===== src/rtl/op_display_pkg.sv =====
// Purpose: shared opcode enum and instruction classifier for the opcode display path.
// Latency: n/a (types and a pure combinational function).
// Backpressure: n/a.
package op_display_pkg;

  // 4-bit display opcode; the 7-segment decoder uses the same encoding.
  typedef enum logic [3:0] {
    OP_MOV   = 4'd0,
    OP_ADD   = 4'd1,
    OP_SUB   = 4'd2,
    OP_AND   = 4'd3,
    OP_ORR   = 4'd4,
    OP_CMP   = 4'd5,
    OP_MVN   = 4'd6,
    OP_LDR   = 4'd7,
    OP_STR   = 4'd8,
    OP_B     = 4'd9,
    OP_BX    = 4'd10,
    OP_UNDEF = 4'd15
  } op_code_t;

  // Rule order matters: BX is a data-processing-class encoding and must be
  // caught before the generic 27:26 == 00 decode.
  function automatic op_code_t classify_instr(input logic [31:0] instr);
    op_code_t code;
    code = OP_UNDEF;
    if (instr[27:4] == 24'h12FFF1) begin
      code = OP_BX;
    end else if (instr[27:25] == 3'b101) begin
      code = OP_B;
    end else if (instr[27:26] == 2'b01) begin
      code = instr[20] ? OP_LDR : OP_STR;
    end else if (instr[27:26] == 2'b00) begin
      case (instr[24:21])
        4'b1101: code = OP_MOV;
        4'b0100: code = OP_ADD;
        4'b0010: code = OP_SUB;
        4'b0000: code = OP_AND;
        4'b1100: code = OP_ORR;
        4'b1010: code = OP_CMP;
        4'b1111: code = OP_MVN;
        default: code = OP_UNDEF;
      endcase
    end
    return code;
  endfunction

endpackage


===== src/rtl/op_display_queue_fifo.sv =====
// Purpose: DEPTH x 4-bit synchronous FIFO of display opcodes (op_fifo).
// Latency: a pushed entry is visible on head_dat the cycle after the push edge.
// Backpressure: push ignored while full (no push-through), pop ignored while empty.
//
// Ports: clk/rst_n; push + push_dat write; pop advances the head;
//        head_dat is the oldest entry; full/empty/count from the count register.
module op_fifo
  import op_display_pkg::*;
#(
  parameter int DEPTH = 4,
  parameter int CW    = $clog2(DEPTH + 1)
) (
  input  logic          clk,
  input  logic          rst_n,
  input  logic          push,
  input  op_code_t      push_dat,
  input  logic          pop,
  output op_code_t      head_dat,
  output logic          full,
  output logic          empty,
  output logic [CW-1:0] count
);

  localparam int PW = $clog2(DEPTH);
  localparam logic [CW-1:0] COUNT_FULL = CW'(DEPTH);

  op_code_t        mem [DEPTH];
  logic [PW-1:0]   wr_ptr;
  logic [PW-1:0]   rd_ptr;
  logic            do_push;
  logic            do_pop;

  // full/empty come only from the count register so the ready path never
  // depends on the incoming valid.
  assign full     = (count == COUNT_FULL);
  assign empty    = (count == '0);
  assign do_push  = push && !full;
  assign do_pop   = pop && !empty;
  assign head_dat = mem[rd_ptr];

  // DEPTH is a power of two, so pointer wrap is the natural binary rollover.
  always_ff @(posedge clk or negedge rst_n) begin
    if (!rst_n) begin
      wr_ptr <= '0;
      rd_ptr <= '0;
      count  <= '0;
    end else begin
      if (do_push) wr_ptr <= wr_ptr + PW'(1);
      if (do_pop)  rd_ptr <= rd_ptr + PW'(1);
      case ({do_push, do_pop})
        2'b10:   count <= count + CW'(1);
        2'b01:   count <= count - CW'(1);
        default: count <= count;
      endcase
    end
  end

  // Storage carries no reset; entries are only read once written.
  always_ff @(posedge clk) begin
    if (do_push) mem[wr_ptr] <= push_dat;
  end

endmodule


===== src/rtl/op_display_queue.sv =====
// Purpose: classify retired instructions into display opcodes, queue them, show each for a minimum dwell.
// Latency: with an empty queue and dwell expired, a word accepted at edge N is on op after edge N+1.
// Backpressure: instr_ready = !full (from the count register only); freeze pauses display, not pushes.
//
// Ports: clk, rst_n (async, active-low); instr/instr_valid/instr_ready push handshake;
//        freeze holds op and pauses the dwell counter; op is the registered display code;
//        pending is the number of queued codes not yet displayed.
module op_display_queue
  import op_display_pkg::*;
#(
  parameter int DEPTH        = 4,
  parameter int DWELL_CYCLES = 50_000_000
) (
  input  logic                         clk,
  input  logic                         rst_n,
  input  logic [31:0]                  instr,
  input  logic                         instr_valid,
  output logic                         instr_ready,
  input  logic                         freeze,
  output logic [3:0]                   op,
  output logic [$clog2(DEPTH+1)-1:0]   pending
);

  localparam int CW     = $clog2(DEPTH + 1);
  localparam int CNT_W  = (DWELL_CYCLES > 1) ? $clog2(DWELL_CYCLES) : 1;
  localparam logic [CNT_W-1:0] DWELL_LAST = CNT_W'(DWELL_CYCLES - 1);

  op_code_t          push_code;
  op_code_t          head_code;
  op_code_t          op_q;
  logic              fifo_full;
  logic              fifo_empty;
  logic [CW-1:0]     fifo_count;
  logic              push;
  logic              pop;
  logic [CNT_W-1:0]  dwell_cnt;
  logic              dwell_done;

  // Only the 4-bit code is stored; classification happens on the way in.
  assign push_code   = classify_instr(instr);
  assign instr_ready = !fifo_full;
  assign push        = instr_valid && !fifo_full;
  assign pop         = !fifo_empty && dwell_done && !freeze;
  assign op          = op_q;
  assign pending     = fifo_count;

  op_fifo #(
    .DEPTH (DEPTH),
    .CW    (CW)
  ) u_fifo (
    .clk      (clk),
    .rst_n    (rst_n),
    .push     (push),
    .push_dat (push_code),
    .pop      (pop),
    .head_dat (head_code),
    .full     (fifo_full),
    .empty    (fifo_empty),
    .count    (fifo_count)
  );

  // dwell_done resets to 1 so the first code after reset is shown at once.
  // The done flag rises one edge after the counter reaches DWELL_LAST, which
  // together with the load edge gives a hold of DWELL_CYCLES+1 edges; with
  // DWELL_CYCLES == 1 that is one load cycle plus one counting cycle.
  always_ff @(posedge clk or negedge rst_n) begin
    if (!rst_n) begin
      op_q       <= OP_UNDEF;
      dwell_cnt  <= '0;
      dwell_done <= 1'b1;
    end else if (pop) begin
      op_q       <= head_code;
      dwell_cnt  <= '0;
      dwell_done <= 1'b0;
    end else if (!dwell_done && !freeze) begin
      if (dwell_cnt == DWELL_LAST) begin
        dwell_done <= 1'b1;
      end else begin
        dwell_cnt <= dwell_cnt + CNT_W'(1);
      end
    end
  end

endmodule


===== config.mk =====
export PLATFORM = sky130hd
export DESIGN_NAME = op_display_queue
export DESIGN_NICKNAME = d
export VERILOG_FILES = /design/src/rtl/op_display_pkg.sv /design/src/rtl/op_display_queue_fifo.sv /design/src/rtl/op_display_queue.sv
export SDC_FILE = /design/constraint.sdc
export NUM_CORES = 1
export LEC_CHECK = 0
export BUFFER_PORTS_ARGS = -buffer_cell sky130_fd_sc_hd__buf_2
export CAP_MARGIN = 0
export CORE_ASPECT_RATIO = 1.1
export CORE_MARGIN = 2
export CORE_UTILIZATION = 30
export DETAILED_ROUTE_END_ITERATION = 12
export MAX_ROUTING_LAYER = met4
export PLACE_DENSITY_LB_ADDON = 0.25
export SYNTH_ARGS = -nofsm -noshare
export SYNTH_HDL_FRONTEND = slang
export SYNTH_SLANG_ARGS = --single-unit
export TNS_END_PERCENT = 10

===== constraint.sdc =====
create_clock -name clk -period 2.5 [get_ports clk]
set_clock_uncertainty 0.1 [all_clocks]
set_input_delay 0.125 -clock clk [delete_from_list [all_inputs] [get_ports clk]]
set_output_delay 0.125 -clock clk [all_outputs]
set_load 0.05 [all_outputs]

# Word level (Yosys, flattened, before mapping)
# Memories as Yosys holds them, arrays and structs flattened. A register that Yosys moved wholly into a read port is not among the register bits.
# Cells that the tools add are included.
[word_totals]
register_bits = 34
ram_bits = 16
wordCells = 59
memories = 1
[classes]
add_sub_neg = 5
n_eq_ne = 14
muxes = 15
reduce_logical = 19
[mem_list]
columns = ["memory", "depth", "width", "rd", "rd_ports_with_merged_regs", "wr", "line", "text"]
rows = [
  ["u_fifo.mem", 4, 4, 1, 1, 1, "op_display_queue_fifo.sv:27", "op_code_t mem [DEPTH];"],
]
[ops]
columns = ["op", "count"]
rows = [
  ["$mux 26", 3],
  ["$pmux 4 s7", 1],
  ["$add 26x1->26 const B", 1],
  ["$eq 26x26->1 const B", 1],
  ["$eq 24x21->1 const B", 1],
  ["$mux 4", 5],
  ["$eq 4x4->1 const B", 4],
  ["$eq 3x3->1 const B", 2],
  ["$logic_and 1x1->1", 6],
  ["$pmux 3 s2", 1],
  ["$reduce_bool 2->1", 3],
  ["$logic_not 1->1", 5],
  ["$mux 1", 5],
  ["$add 2x1->2 const B", 2],
  ["$eq 2x1->1 const B", 2],
  ["$eq 4x2->1 const B", 1],
  ["$eq 4x3->1 const B", 1],
  ["$logic_not 4->1", 1],
  ["$reduce_and 2->1", 2],
  ["$add 3x1->3 const B", 1],
  ["$logic_not 3->1", 1],
  ["$sub 3x1->3 const B", 1],
  ["$eq 2x2->1 const B", 1],
  ["$logic_not 2->1", 1],
  ["$ne 2x1->1 const B", 1],
]

# Logic depth before layout (Yosys ltp)
[depth]
word_depth = 7
mapped_depth = 11

# Cells and area by module
# A second synthesis with hierarchy kept.
[hier_totals]
hier_cells = 266
area_unflattened_um2 = 2887.8
[by_module_without_submodules]
columns = ["mod", "instances", "cells_each", "area_per_inst_um2", "seq_area_each_um2"]
rows = [
  ["op_display_queue", 1, 208, 1870.5, 782.0],
  ["op_fifo", 1, 58, 1017.2, 655.6],
]

# Worst setup path before layout
# No wires, ideal clock.
[synth_timing]
kind = "register to register"
startpoint = "reg u_fifo.count[0]"
endpoint = "reg u_fifo.count[2]"
setup_time_ns = 0.082
arrival_ns = 2.654
required_time_ns = 2.318
path_slack_ns = -0.336
stages_incl_launch_ff = 12
path_buffers = 2
path_cell_list = "dfrtp_1 -> nor3_1 -> or3_1 -> clkbuf_1 -> inv_1 -> buf_1 -> ha_1 -> inv_1 -> fa_1 -> xor2_1 -> nor2_1 -> xor2_1"
[synth_via]
elab_chain_cells = 7
elab_cells_between_ends = 15
cone_classes = "add/sub (2); eq/ne (3); mux (1); reduce/logical (9)"
[synth_lines]
columns = ["item", "line", "text"]
rows = [
  ["start, declared", "op_display_queue_fifo.sv:21", "output logic [CW-1:0] count"],
  ["start signal, assigned", "op_display_queue_fifo.sv:51", "2'b10: count <= count + CW'(1);"],
  ["start signal, assigned", "op_display_queue_fifo.sv:52", "2'b01: count <= count - CW'(1);"],
  ["start signal, assigned", "op_display_queue_fifo.sv:53", "default: count <= count;"],
  ["$logic_not 3->1 (*)", "op_display_queue_fifo.sv:36", "assign empty = (count == '0);"],
  ["$logic_not 1->1 (*)", "op_display_queue_fifo.sv:38, op_display_queue.sv:43", ""],
  ["$logic_and 1x1->1 (2 in series)", "op_display_queue.sv:43", "assign pop = !fifo_empty && dwell_done && !freeze;"],
  ["$logic_and 1x1->1 (*)", "op_display_queue_fifo.sv:38", "assign do_pop = pop && !empty;"],
  ["net u_fifo.do_pop", "op_display_queue_fifo.sv:31", "logic do_pop;"],
  ["$eq 2x1->1 or $eq 2x2->1 (tied branches)", "op_display_queue_fifo.sv:50", "case ({do_push, do_pop})"],
  ["$pmux 3 s2 or $reduce_bool 2->1 (tied branches)", "n/a", ""],
]
# Mark *: on every way through the listed nets, which the timed path passes. The rest lies on a longest branch.
# A chain may end at the register's enable or synchronous reset.

# Worst setup path after layout
[layout_timing]
startpoint = "reg dwell_done"
endpoint = "reg u_fifo.count[2]"
[layout_via]
elab_chain_cells = 5
elab_cells_between_ends = 7
cone_classes = "eq/ne (2); mux (1); reduce/logical (4)"
[layout_lines]
columns = ["item", "line", "text"]
rows = [
  ["start, declared", "op_display_queue.sv:37", "logic dwell_done;"],
  ["start signal, assigned", "op_display_queue.sv:70", "dwell_done <= 1'b1;"],
  ["start signal, assigned", "op_display_queue.sv:74", "dwell_done <= 1'b0;"],
  ["start signal, assigned", "op_display_queue.sv:77", "dwell_done <= 1'b1;"],
  ["$logic_and 1x1->1 (*) (2 in series)", "op_display_queue.sv:43", ""],
  ["$logic_and 1x1->1 (*)", "op_display_queue_fifo.sv:38", ""],
  ["$eq 2x1->1 or $eq 2x2->1 (tied branches)", "op_display_queue_fifo.sv:50", ""],
  ["$pmux 3 s2 or $reduce_bool 2->1 (tied branches)", "n/a", ""],
]
# Mark *: on every way between the ends. The rest lies on a longest branch, timed or not.

==> run summary <==
Yosys top cell area share: 29.2%
Dpl cell area: 3120 um^2
Synthesized cell area: 2820 um^2
Die ar.: 10200 um^2
Final setup margin: 0.217 ns
Crit share post-route: 91.3%
Core area: 9260 um^2
Final #Nets: 351
Number of global-route vias before repair: 2163
Worst-path clk slew: 0.09 ns
Core Util, Final: 34.9%
Comb power frac: 32.3%
Worst Setup End Kind: register
CP required: 2.63 ns
Delay of the slowest critical-path stage: 0.56 ns
Largest cells by area after synthesis: dfrtp_1 (29%), edfxtp_1 (17%), dfstp_2 (4.7%), nand2_1 (4.5%), xor2_1 (4.3%)
Via count: 2097
Num rows: 37
Sw Share: 37.5%
H-tree levels: 2
Dominant cell type by area after synthesis: dfrtp_1
Input/output buffers: 35
Hold Path End: u_fifo.wr_ptr[0]
DR WL/cell: 13.3 um
Final setup viols: 0
Initial core utilization: 30.5%
Power Internal: 1630 uW
Clock sink count: 54
Overflow after GRT: 0
Synth async-reset ratio: 70.4%
Worst R2R Start: dwell_done
Post-synth EDFFs: 16
Area added between synthesis and finish: 14.4%
Slew margin rel.: 42.0%
Clock Tree Buf Depth: 2
Top post-synthesis cells by count: nand2_1 (34), dfrtp_1 (33), nor2_1 (22), edfxtp_1 (16)
Max VDD drop: 0.294 mV
Worst-margin pin slew: 0.870 ns
WHS Path Cells: 3
Worst setup SP type: register
Setup TNS Final: 0 ns
Top_reg_cell synth: dfrtp_1
Fmax achieved: 0.438 GHz
GRT Util Overall: 12.6%
Final Cell Area: 3230 um^2
Crit-path max FO: 4
Inst Count DP: 416
Register-to-Register Setup Slack: 0.22 ns
Hold Vio Cnt, Final: 0
Drt pass-1 iters: 4
Most instantiated library cell after synthesis: nand2_1
RSZ-0062 raised after global routing: no
CP delay by family, top: flip-flops
Residual DRC: 0
Setup WS pre-CTS: 0.219 ns
Die Height: 106 um
Status: finished, final reports clean
Antenna viol nets, final: 0
Part of the power in registers: 49.0%
PostCTS Resize Cnt: 0
#FFs+latches synth: 54
CP max-delay cell: dfstp_2
DP Wirelength: 4130 um
Routability Congestion: 0.767
FF-to-FF End: u_fifo.count[2]
Yosys cell types: 51
DRT Wirelength: 5660 um
CTS root buf: clkbuf_8
Yosys warning count: 0
Critical path class: register to register
Fin crit period: 2.28 ns
Sequential-to-total area share from yosys stat: 50.9%
Post-Synthesis Cells: 270
Count of non-filler cells in the finished layout: 426
TritonCTS clock tree: built
Pwr/cell area: 807 nW/um^2
Hold Path Class: input port to register
Clock Latency Late Sink: 0.31 ns
Number of buffers and inverters on the critical path: 3
Die Wd: 96.5 um
HP Start: instr_valid
Top-level I/O count: 44
Clock share of power: 18.7%
Vias per cell: 4.92
Antenna violations before repair: 0
Max_cap viols: 0
Net switching power: 978 uW
TritonCTS Buffers: 5
Leak Pwr: 0.00136 uW
CP Cell Sequence: inv_1 > or3_1 > inv_2 > ha_1 > inv_1 > fa_1 > xor2_1 > nor2_1 > xor2_1
N_diodes: 0
Avg Cell Area, Syn: 10.5 um^2
Path depth of the worst reg2reg path: 9
Largest net degree at the start of global routing: 39
Ratio of cells with drive above 1 in the final layout: 23.0%
Mapped Nets: 313
Max-slew violations: 0
Worst Path Arrival: 2.41 ns
Global-route wire length before repair: 9920 um
Drt initial violations: 138
placed cells by master, fill, tap and decap left out, types with 5 or more instances in the layout:
cell type	n
nand3_1	12
dfstp_2	5
clkbuf_8	5
nor2_1	22
ha_1	6
dfrtp_1	30
nand2_1	34
xnor2_1	5
xor2_1	14
nand4_1	12
mux2i_1	5
a21oi_1	8
nor3_1	10
buf_2	35
edfxtp_1	16
and3_1	11
inv_1	13
registers in the layout, indices dropped and copies added (netlist names):
name	flops
dwell_cnt	26
u_fifo.mem	16
op	4
u_fifo.count	3
u_fifo.rd_ptr	2
u_fifo.wr_ptr	2
dwell_done	1
metrics by stage:
step,hold WS (ns),power (uW)
after floorplan,-0.271,1930
after global placement,0.198,2140
after detailed placement,0.196,2160
after CTS,0.127,2660
after global routing,0.155,2800
final,0.135,2610
tightest hold or removal path, delay by kind of cell:
kind / cells / cell delay [ns]
simple gates: 1 / 0.20
buf+inv: 1 / 0.11
xor+xnor: 1 / 0.08
per-layer routing:
metal | wire length, um | track usage (%) | up-vias | share of wire, %
met3 | 172 | 2.00 | 8 | 3.0
met1 | 2630 | 16.2 | 999 | 47
met2 | 2750 | 20.1 | 48 | 49
met5 | 0 | - | - | 0
li1 | - | - | 1042 | -
met4 | 103 | 4.63 | 0 | 1.8
logic make-up after synthesis:
family	after synthesis	synth area share (%)
buffers and inverters	24	4.08
AND/OR/NAND/NOR	127	23.6
flip-flops	54	50.9
AO/OA/AOI/OAI	30	7.18
XOR/XNOR	19	5.89
multiplexers	9	4.96
adder cells (fa/ha/maj)	7	3.37
worst max-delay path by stage:
stage	to	cells past startpoint	from
after floorplan	u_fifo.count[2]	11	dwell_done
after global placement	u_fifo.count[2]	9	dwell_done
after detailed placement	u_fifo.count[2]	9	dwell_done
after CTS	u_fifo.count[2]	9	dwell_done
after global routing	u_fifo.count[2]	9	dwell_done
final	u_fifo.count[2]	9	dwell_done
power by group through the flow:
stage | logic [uW] | clock network [uW] | registers [uW]
floorplan | 483 | 0 | 1450
global placement | 844 | 0 | 1300
detailed placement | 859 | 0 | 1300
CTS | 863 | 512 | 1280
global route | 945 | 547 | 1310
finish | 843 | 488 | 1280
area by class of cell:
class / count / area [um^2]
Timing Repair Buffer: 41 / 225
Sequential cell: 54 / 1440
Multi-Input combinational cell: 192 / 1280
Clock inverter: 3 / 21.3
Tap cell: 117 / 146
Inverter: 14 / 52.6
Clock buffer: 5 / 68.8
Fill cell: 972 / 6030
timing repair:
| action | in CTS | in global routing |
|---|---|---|
| setup buffers | 0 | 0 |
| endpoints found under the hold margin | 34 | 0 |
| hold buffers | 2 | 0 |
No activity file was read; power rests on OpenSTA's default activity.
